--- src/rtl/lrf_pkg.sv ---
// Shared constants and types for the line-rate filter datapath.
// Pixel/beat geometry and the egress wrapper's FSM encoding.
package lrf_pkg;

    localparam int unsigned PIXEL_WIDTH             = 8;
    localparam int unsigned PIXELS_PER_BEAT         = 16;
    localparam int unsigned WORD_WIDTH              = PIXEL_WIDTH * PIXELS_PER_BEAT;
    localparam int unsigned BEATS_PER_FRAME_DEFAULT = 16384;

    typedef enum logic [1:0] {
        IDLE   = 2'd0,
        STREAM = 2'd1,
        FLUSH  = 2'd2
    } egress_state_t;

endpackage

--- src/rtl/lrf_sync_fifo.sv ---
// Single-clock first-word-fall-through FIFO: o_data always shows the head entry.
// A push into an empty FIFO becomes visible as the head on the following cycle.
module lrf_sync_fifo
    import lrf_pkg::*;
#(
    parameter int unsigned WIDTH = WORD_WIDTH + 1,
    parameter int unsigned DEPTH = 16
) (
    input  logic                       i_clk,
    input  logic                       i_rst,
    input  logic                       i_push,
    input  logic [WIDTH-1:0]           i_data,
    input  logic                       i_pop,
    output logic [WIDTH-1:0]           o_data,
    output logic                       o_empty,
    output logic [$clog2(DEPTH+1)-1:0] o_count
);

    localparam int unsigned PTR_W = $clog2(DEPTH);
    localparam int unsigned CNT_W = $clog2(DEPTH + 1);

    logic [WIDTH-1:0] r_mem [DEPTH];
    logic [PTR_W-1:0] r_wr_ptr;
    logic [PTR_W-1:0] r_rd_ptr;
    logic [CNT_W-1:0] r_count;
    logic             w_push;
    logic             w_pop;

    assign w_push = i_push & (r_count != CNT_W'(DEPTH));
    assign w_pop  = i_pop & (r_count != '0);

    always_ff @(posedge i_clk) begin
        if (i_rst) begin
            r_wr_ptr <= '0;
            r_rd_ptr <= '0;
            r_count  <= '0;
        end else begin
            if (w_push) r_wr_ptr <= r_wr_ptr + 1'b1;
            if (w_pop)  r_rd_ptr <= r_rd_ptr + 1'b1;
            case ({w_push, w_pop})
                2'b10:   r_count <= r_count + 1'b1;
                2'b01:   r_count <= r_count - 1'b1;
                default: r_count <= r_count;
            endcase
        end
    end

    // Storage carries no reset so it can map onto RAM.
    always_ff @(posedge i_clk) begin
        if (w_push) r_mem[r_wr_ptr] <= i_data;
    end

    assign o_data  = r_mem[r_rd_ptr];
    assign o_empty = (r_count == '0);
    assign o_count = r_count;

endmodule

--- src/rtl/conv_axis_egress.sv ---
// Flow-control wrapper downstream of the stall-able convolution core: steps the core,
// tracks beats in flight, buffers results and drives an AXI4-Stream master.
module conv_axis_egress
    import lrf_pkg::*;
#(
    parameter int unsigned DATA_WIDTH      = WORD_WIDTH,
    parameter int unsigned LATENCY         = 10,
    parameter int unsigned DEPTH           = 16,
    parameter int unsigned BEATS_PER_FRAME = BEATS_PER_FRAME_DEFAULT
) (
    input  logic                  s_axis_aclk,
    input  logic                  s_axis_areset,
    input  logic                  s_axis_tvalid,
    input  logic                  s_axis_tlast,
    output logic                  s_axis_tready,
    output logic                  core_en,
    input  logic [DATA_WIDTH-1:0] core_tdata,
    output logic [DATA_WIDTH-1:0] m_axis_tdata,
    output logic                  m_axis_tvalid,
    output logic                  m_axis_tlast,
    input  logic                  m_axis_tready,
    output logic                  err_tlast
);

    localparam int unsigned OCC_W = $clog2(DEPTH + 1);
    localparam int unsigned CNT_W = (BEATS_PER_FRAME > 1) ? $clog2(BEATS_PER_FRAME) : 1;
    localparam logic [CNT_W-1:0] LAST_BEAT = CNT_W'(BEATS_PER_FRAME - 1);

    egress_state_t       r_state;
    egress_state_t       w_state_next;
    logic [LATENCY-1:0]  r_vpipe;
    logic [OCC_W-1:0]    r_occ;
    logic [CNT_W-1:0]    r_in_cnt;
    logic [CNT_W-1:0]    r_out_cnt;
    logic                r_err;
    logic                w_credit_ok;
    logic                w_s_hs;
    logic                w_m_hs;
    logic                w_push;
    logic                w_tag;
    logic [DATA_WIDTH:0] w_head;
    logic                w_empty;
    logic [OCC_W-1:0]    w_fifo_count;

    // occ counts every beat accepted but not yet sent downstream, so the FIFO never overflows.
    assign w_credit_ok = (r_occ < OCC_W'(DEPTH));
    assign w_s_hs      = s_axis_tvalid & s_axis_tready;
    assign w_m_hs      = m_axis_tvalid & m_axis_tready;
    assign w_push      = core_en & r_vpipe[LATENCY-1];
    assign w_tag       = (r_out_cnt == LAST_BEAT);

    always_comb begin
        w_state_next  = r_state;
        s_axis_tready = 1'b0;
        core_en       = 1'b0;
        if (!s_axis_areset) begin
            unique case (r_state)
                IDLE, STREAM: begin
                    s_axis_tready = w_credit_ok;
                    core_en       = s_axis_tvalid & w_credit_ok;
                    if (s_axis_tvalid && w_credit_ok) begin
                        w_state_next = s_axis_tlast ? FLUSH : STREAM;
                    end
                end
                FLUSH: begin
                    core_en = 1'b1;
                    if (r_vpipe == '0) w_state_next = IDLE;
                end
                default: w_state_next = IDLE;
            endcase
        end
    end

    always_ff @(posedge s_axis_aclk) begin
        if (s_axis_areset) begin
            r_state   <= IDLE;
            r_vpipe   <= '0;
            r_occ     <= '0;
            r_in_cnt  <= '0;
            r_out_cnt <= '0;
            r_err     <= 1'b0;
        end else begin
            r_state <= w_state_next;
            if (core_en) r_vpipe <= (r_vpipe << 1) | LATENCY'(w_s_hs);
            case ({w_s_hs, w_m_hs})
                2'b10:   r_occ <= r_occ + 1'b1;
                2'b01:   r_occ <= r_occ - 1'b1;
                default: r_occ <= r_occ;
            endcase
            if (w_s_hs) begin
                r_in_cnt <= (r_in_cnt == LAST_BEAT) ? '0 : r_in_cnt + 1'b1;
                if (s_axis_tlast != (r_in_cnt == LAST_BEAT)) r_err <= 1'b1;
            end
            if (w_push) r_out_cnt <= w_tag ? '0 : r_out_cnt + 1'b1;
        end
    end

    lrf_sync_fifo #(
        .WIDTH(DATA_WIDTH + 1),
        .DEPTH(DEPTH)
    ) u_fifo (
        .i_clk  (s_axis_aclk),
        .i_rst  (s_axis_areset),
        .i_push (w_push),
        .i_data ({w_tag, core_tdata}),
        .i_pop  (w_m_hs),
        .o_data (w_head),
        .o_empty(w_empty),
        .o_count(w_fifo_count)
    );

    a_fifo_within_credit: assert property (@(posedge s_axis_aclk) disable iff (s_axis_areset)
        w_fifo_count <= r_occ);

    assign m_axis_tvalid = ~w_empty;
    assign m_axis_tdata  = w_head[DATA_WIDTH-1:0];
    assign m_axis_tlast  = w_head[DATA_WIDTH] & ~w_empty;
    assign err_tlast     = r_err;

endmodule
--- config.mk ---
export PLATFORM = sky130hd
export DESIGN_NAME = conv_axis_egress
export DESIGN_NICKNAME = d
export VERILOG_FILES = /design/src/rtl/lrf_pkg.sv /design/src/rtl/lrf_sync_fifo.sv /design/src/rtl/conv_axis_egress.sv
export SDC_FILE = /design/constraint.sdc
export NUM_CORES = 2
export LEC_CHECK = 0
export ABC_AREA = 0
export BUFFER_PORTS_ARGS = -buffer_cell sky130_fd_sc_hd__buf_4
export CAP_MARGIN = 10
export CORE_ASPECT_RATIO = 1.2
export CORE_MARGIN = 5
export CORE_UTILIZATION = 55
export DETAILED_ROUTE_END_ITERATION = 6
export MAX_ROUTING_LAYER = met4
export PLACE_DENSITY = 0.79
export SYNTH_ARGS = -nofsm -noshare
export SYNTH_HDL_FRONTEND = slang
export SYNTH_HIERARCHICAL = 1
export SYNTH_SLANG_ARGS = --single-unit
--- constraint.sdc ---
create_clock -name s_axis_aclk -period 18.4 [get_ports s_axis_aclk]
set_input_delay 4.6 -clock s_axis_aclk [delete_from_list [all_inputs] [get_ports s_axis_aclk]]
set_output_delay 4.6 -clock s_axis_aclk [all_outputs]
set_load 0.05 [all_outputs]
# After elaboration in Yosys (flattened, before gate mapping)
# Memory sizes are Yosys's and may differ from the RTL's. A register that Yosys moved wholly into a read port is not among the register bits.
# Index checks and enable logic that the tools add are counted.
# word_totals
mem_bits_rw,2064
output_inout_bits,133
ff_bits,59
mem_count,1
elab_cells,66
# op_classes
add_sub_neg,8
magnitude_cmp,1
n_eq_ne,12
n_mux,16
bitwise,9
n_reduce_logical,10
# mem_list
name,words,width,read_ports,rd_ports_with_merged_regs,wr,line,text
u_fifo.r_mem,16,129,1,1,1,lrf_sync_fifo.sv:22,logic [WIDTH-1:0] r_mem [DEPTH];
# op_table
op,count
$add 14x1->14 const B,2
$eq 14x14->1 const B,2
$mux 14,2
$pmux 5 s2,2
$add 5x1->5 const B,2
$logic_not 10->1,1
$or 10x1->10,1
$sub 5x1->5 const B,2
$add 4x1->4 const B,2
$mux 4,2
$and 1x1->1,7
$eq 2x1->1 const B,3
$eq 2x2->1 const B,3
$mux 2,3
$logic_not 5->1,1
$lt 5x5->1 const B,1
$mux 1,5
$ne 5x5->1 const B,1
$reduce_bool 5->1,1
$ne 2x2->1 const B,2
$pmux 2 s2,1
$reduce_and 2->1,2
$reduce_bool 2->1,2
$logic_not 2->1,1
5 further kinds,5

# Depth between registers and ports, before layout
# logic_depth
ltp_word,8
ltp_mapped,15
ltp_nobuf,12

# Modules after synthesis
# The synthesis kept the hierarchy.
# by_module_without_submodules
module,area_each_um2,cells_per_inst,n_inst
lrf_sync_fifo,77837.2,3281,1
conv_axis_egress,2254.7,264,1

# Least setup slack after synthesis
# Ideal clock, no wire load.
# synth_path
kind,in2reg
startpoint,input s_axis_tvalid
endpoint,memory u_fifo/r_mem[0][0] in the netlist's numbering (enable)
required_ns,17.625
arrival_time_ns,14.628
cell_stages,6
path_buffers,0
setup_ns,0.775
path_slack_ns,2.997
path_cell_list,or3b_2 > a211o_1 > inv_1 > o21a_1 > nand2_1 > nor3_1
# synth_via
elab_chain_len,7
# synth_rtl
item,line,text
"start, declared",conv_axis_egress.sv:13,"input logic s_axis_tvalid,"
$and 1x1->1,conv_axis_egress.sv:60,core_en = s_axis_tvalid & w_credit_ok;
$pmux 1 s2,conv_axis_egress.sv:57,unique case (r_state)
$mux 1,conv_axis_egress.sv:56,if (!s_axis_areset) begin
$and 1x1->1,conv_axis_egress.sv:49,assign w_push = core_en & r_vpipe[LATENCY-1];
named net w_push,conv_axis_egress.sv:39,logic w_push;
$and 1x1->1,lrf_sync_fifo.sv:29,assign w_push = i_push & (r_count != CNT_W'(DEPTH));
$mux 1,lrf_sync_fifo.sv:50,if (w_push) r_mem[r_wr_ptr] <= i_data;
$mux 1 (not written as such),lrf_sync_fifo.sv:50,
"end, declared",lrf_sync_fifo.sv:22,
# The timed path passes the listed nets, and every way through them passes these cells.

# Worst setup path after layout
# layout_path
startpoint,input s_axis_areset
endpoint,output core_en
# layout_via
elab_chain_len,1
# layout_rtl
item,line,text
"start, declared",conv_axis_egress.sv:12,"input logic s_axis_areset,"
$mux 1,conv_axis_egress.sv:56,
"end, declared",conv_axis_egress.sv:16,"output logic core_en,"
# No other way between the ends.

==> metrics.txt <==
Vias per Instance=6.48; Syn Inst Count=3545; Final WS setup=7.43 ns; Area after DPL=0.0843 mm^2; largest net degree at the start of global routing=137; post-layout util=62.4%; Post-synth EDFFs=2064; Routed WL=187 mm; initial core utilization=55.3%; pre-CTS WS=7.45 ns; layout cell share with drive strength beyond 1=28.3%; Core Rows=153; relative slew slack=15.6%; count of pins over their slew limit=0; clock-pin slew on the worst setup and hold paths=0.06 ns; H-tree Lvls=4; Primary FF master, synth=edfxtp_1; CTS Root Cell=clkbuf_16; Hold Buf Count CTS=0; max cap viols=0; CTS sink count=2127; CTS tree=done; count of different cell masters after synthesis=63; leading cell type in the layout, fill and taps excluded=edfxtp_1; nets@finish=4023; clk_skew=0.0322 ns; leakage=27.8 nW; startpoint types=primary input; CTS resizes=0; clk buf depth=3; Fin Setup TNS=0 ns; port bufs=265; Period minus WS final=10.97 ns; achievable frequency=91.1 MHz; Final HPWL DP=90.7 mm; Worst EP required=13.80 ns; status=finished clean; DIE WIDTH=358 um; Setup Buffers After CTS=0; synthesized cell area=0.0801 mm^2; hold slack=0.475 ns; Final Cycle Share=59.6%; largest cells by area after synthesis=edfxtp_1 77%, mux4_2 15%, dfxtp_1 1.6%, a22oi_1 1.3%, o22ai_1 0.90%; Final Total Pwr=9.28 mW; maximum VDD drop=0.000104 V; clock buffer count from CTS=194; number of antenna violations at the first check in global routing=28; most frequent cells in the layout=2064 x edfxtp_1, 516 x mux4_2, 319 x buf_4; initial DRC count=4576; vias in the first global route=40400; Core Area=0.145 mm^2; DRT Pass-1 Iters=5; via count=38900; FF+latch count, synth=2127; sequential area share after synthesis=79.0%; global-route usage over all layers=25.3%; Design Area, Final=0.0904 mm^2; syn nets=3692; I/O pin count=266; max incr delay on CP=0.78 ns; leading area contributor after synthesis=edfxtp_1; RSZ-0062 raised after global routing=false; PD cells=103 mW/mm^2; WS Path Type=in2out; GR Overflow Total=0; reg2reg setup slack=12.90 ns; Least-Margin Pin Slew=1.26 ns; RePlAce Congestion=0.733; first-pass GRT wire length=273 mm; Inst Count DP=5617; Synth Warn #=6; share of the synthesized area in the top cell type=77.4%; average cell area after synthesis=22.6 um^2; routed len/inst=31.2 um; post-route insts no fill=5999; CP dominant cell by count=buf_4; largest fanout on the critical path=58; later-pin clock latency in the skew report=0.83 ns; Fin. Hold Viols=0; die footprint=0.153 mm^2; Die H=428 um; Final ANT Viol Nets=0; remaining routing DRC violations=0; async set or reset register ratio after synthesis=0%; worst-path cell chain=buf_4 -> nor3b_1 -> nor2_1 -> inv_1 -> buf_4; Crit-path slowest cell=nor3b_1; nature of the critical path endpoint=output port; Setup Viol. Count Final=0; Layout area overhead=12.9%; arrival time at the worst endpoint=6.37 ns; worst hold path class=reg2reg
[Yosys cell counts (7+ instances only)]
cell and count:
a21oi_1 22, a22oi_1 144, buf_1 15, buf_2 39, buf_4 19, buf_6 9, clkbuf_1 109, dfxtp_1 63
edfxtp_1 2064, ha_1 14, inv_1 13, mux2i_1 10, mux4_2 516, nand2_1 105, nand2b_1 7, nand3_1 11
nand4_1 7, nor2_1 111, nor2b_1 9, nor3_1 12, nor4_1 9, o21ai_0 18, o22ai_1 115, or3_1 9
xnor2_1 9, xor2_1 18
[state kept, by name, indices dropped and copies added (netlist names), named ones only]
name             count
u_fifo/r_mem      2064
r_in_cnt            14
r_out_cnt           14
r_vpipe             10
r_occ                5
u_fifo/o_count       5
u_fifo/r_rd_ptr      4
u_fifo/r_wr_ptr      4
r_state              2
err_tlast            1
[layout make-up]
class / count / area, um^2
flip-flops and latches: 2127 / 63300
fillers: 9307 / 54500
multi-input cells: 1210 / 16000
clock buffers: 250 / 5090
repair buffers: 327 / 2550
well taps: 1937 / 2420
clock inverters: 106 / 973
diodes: 26 / 65.1
inverters: 16 / 60.1
[final timing paths]
kind	start	endpoint	depth (start not counted)
worst max-delay path	s_axis_areset	core_en	5
worst max register to register	r_occ[4]	u_fifo/r_mem[9][10]	8
worst min-delay path	r_vpipe[4]	r_vpipe[4]	2
worst min register to register	r_vpipe[4]	r_vpipe[4]	2
[report_power, final]
| part | total, mW | switching [mW] | internal, mW | leakage [nW] |
|---|---|---|---|---|
| clock | 3.88 | 1.75 | 2.13 | 2.92 |
| sequential | 5.31 | 0.00194 | 5.31 | 19.1 |
| combinational | 0.0901 | 0.0671 | 0.0230 | 5.82 |
[cell families (layout without fill, tap and decap cells)]
logic type      after synthesis  after routing  share of synthesized area (%)
flops                      2127           2127                           79.0
mux                         527            527                           14.6
compound gates              334            334                           2.89
simple gates                308            308                           1.78
buf+inv                     208            699                           1.21
xor+xnor                     27             27                          0.295
fa+ha+maj                    14             14                          0.219
other cells                   0             26                              0
[metal layers]
layer  up-vias  global-route usage, %  part of all wire (%)
met5         -                      -                     0
met2      2190                   41.5                    52
met3       368                   5.69                   9.0
met1     20600                   31.3                    36
li1      15800                      -                     -
met4         0                   8.94                   3.1
[worst max-delay path, delay by kind of cell]
family	cells	cell delay (ns)
buffers and inverters	3	0.62
and+or+nand+nor	2	1.12
No activity file was read; power rests on OpenSTA's default activity.
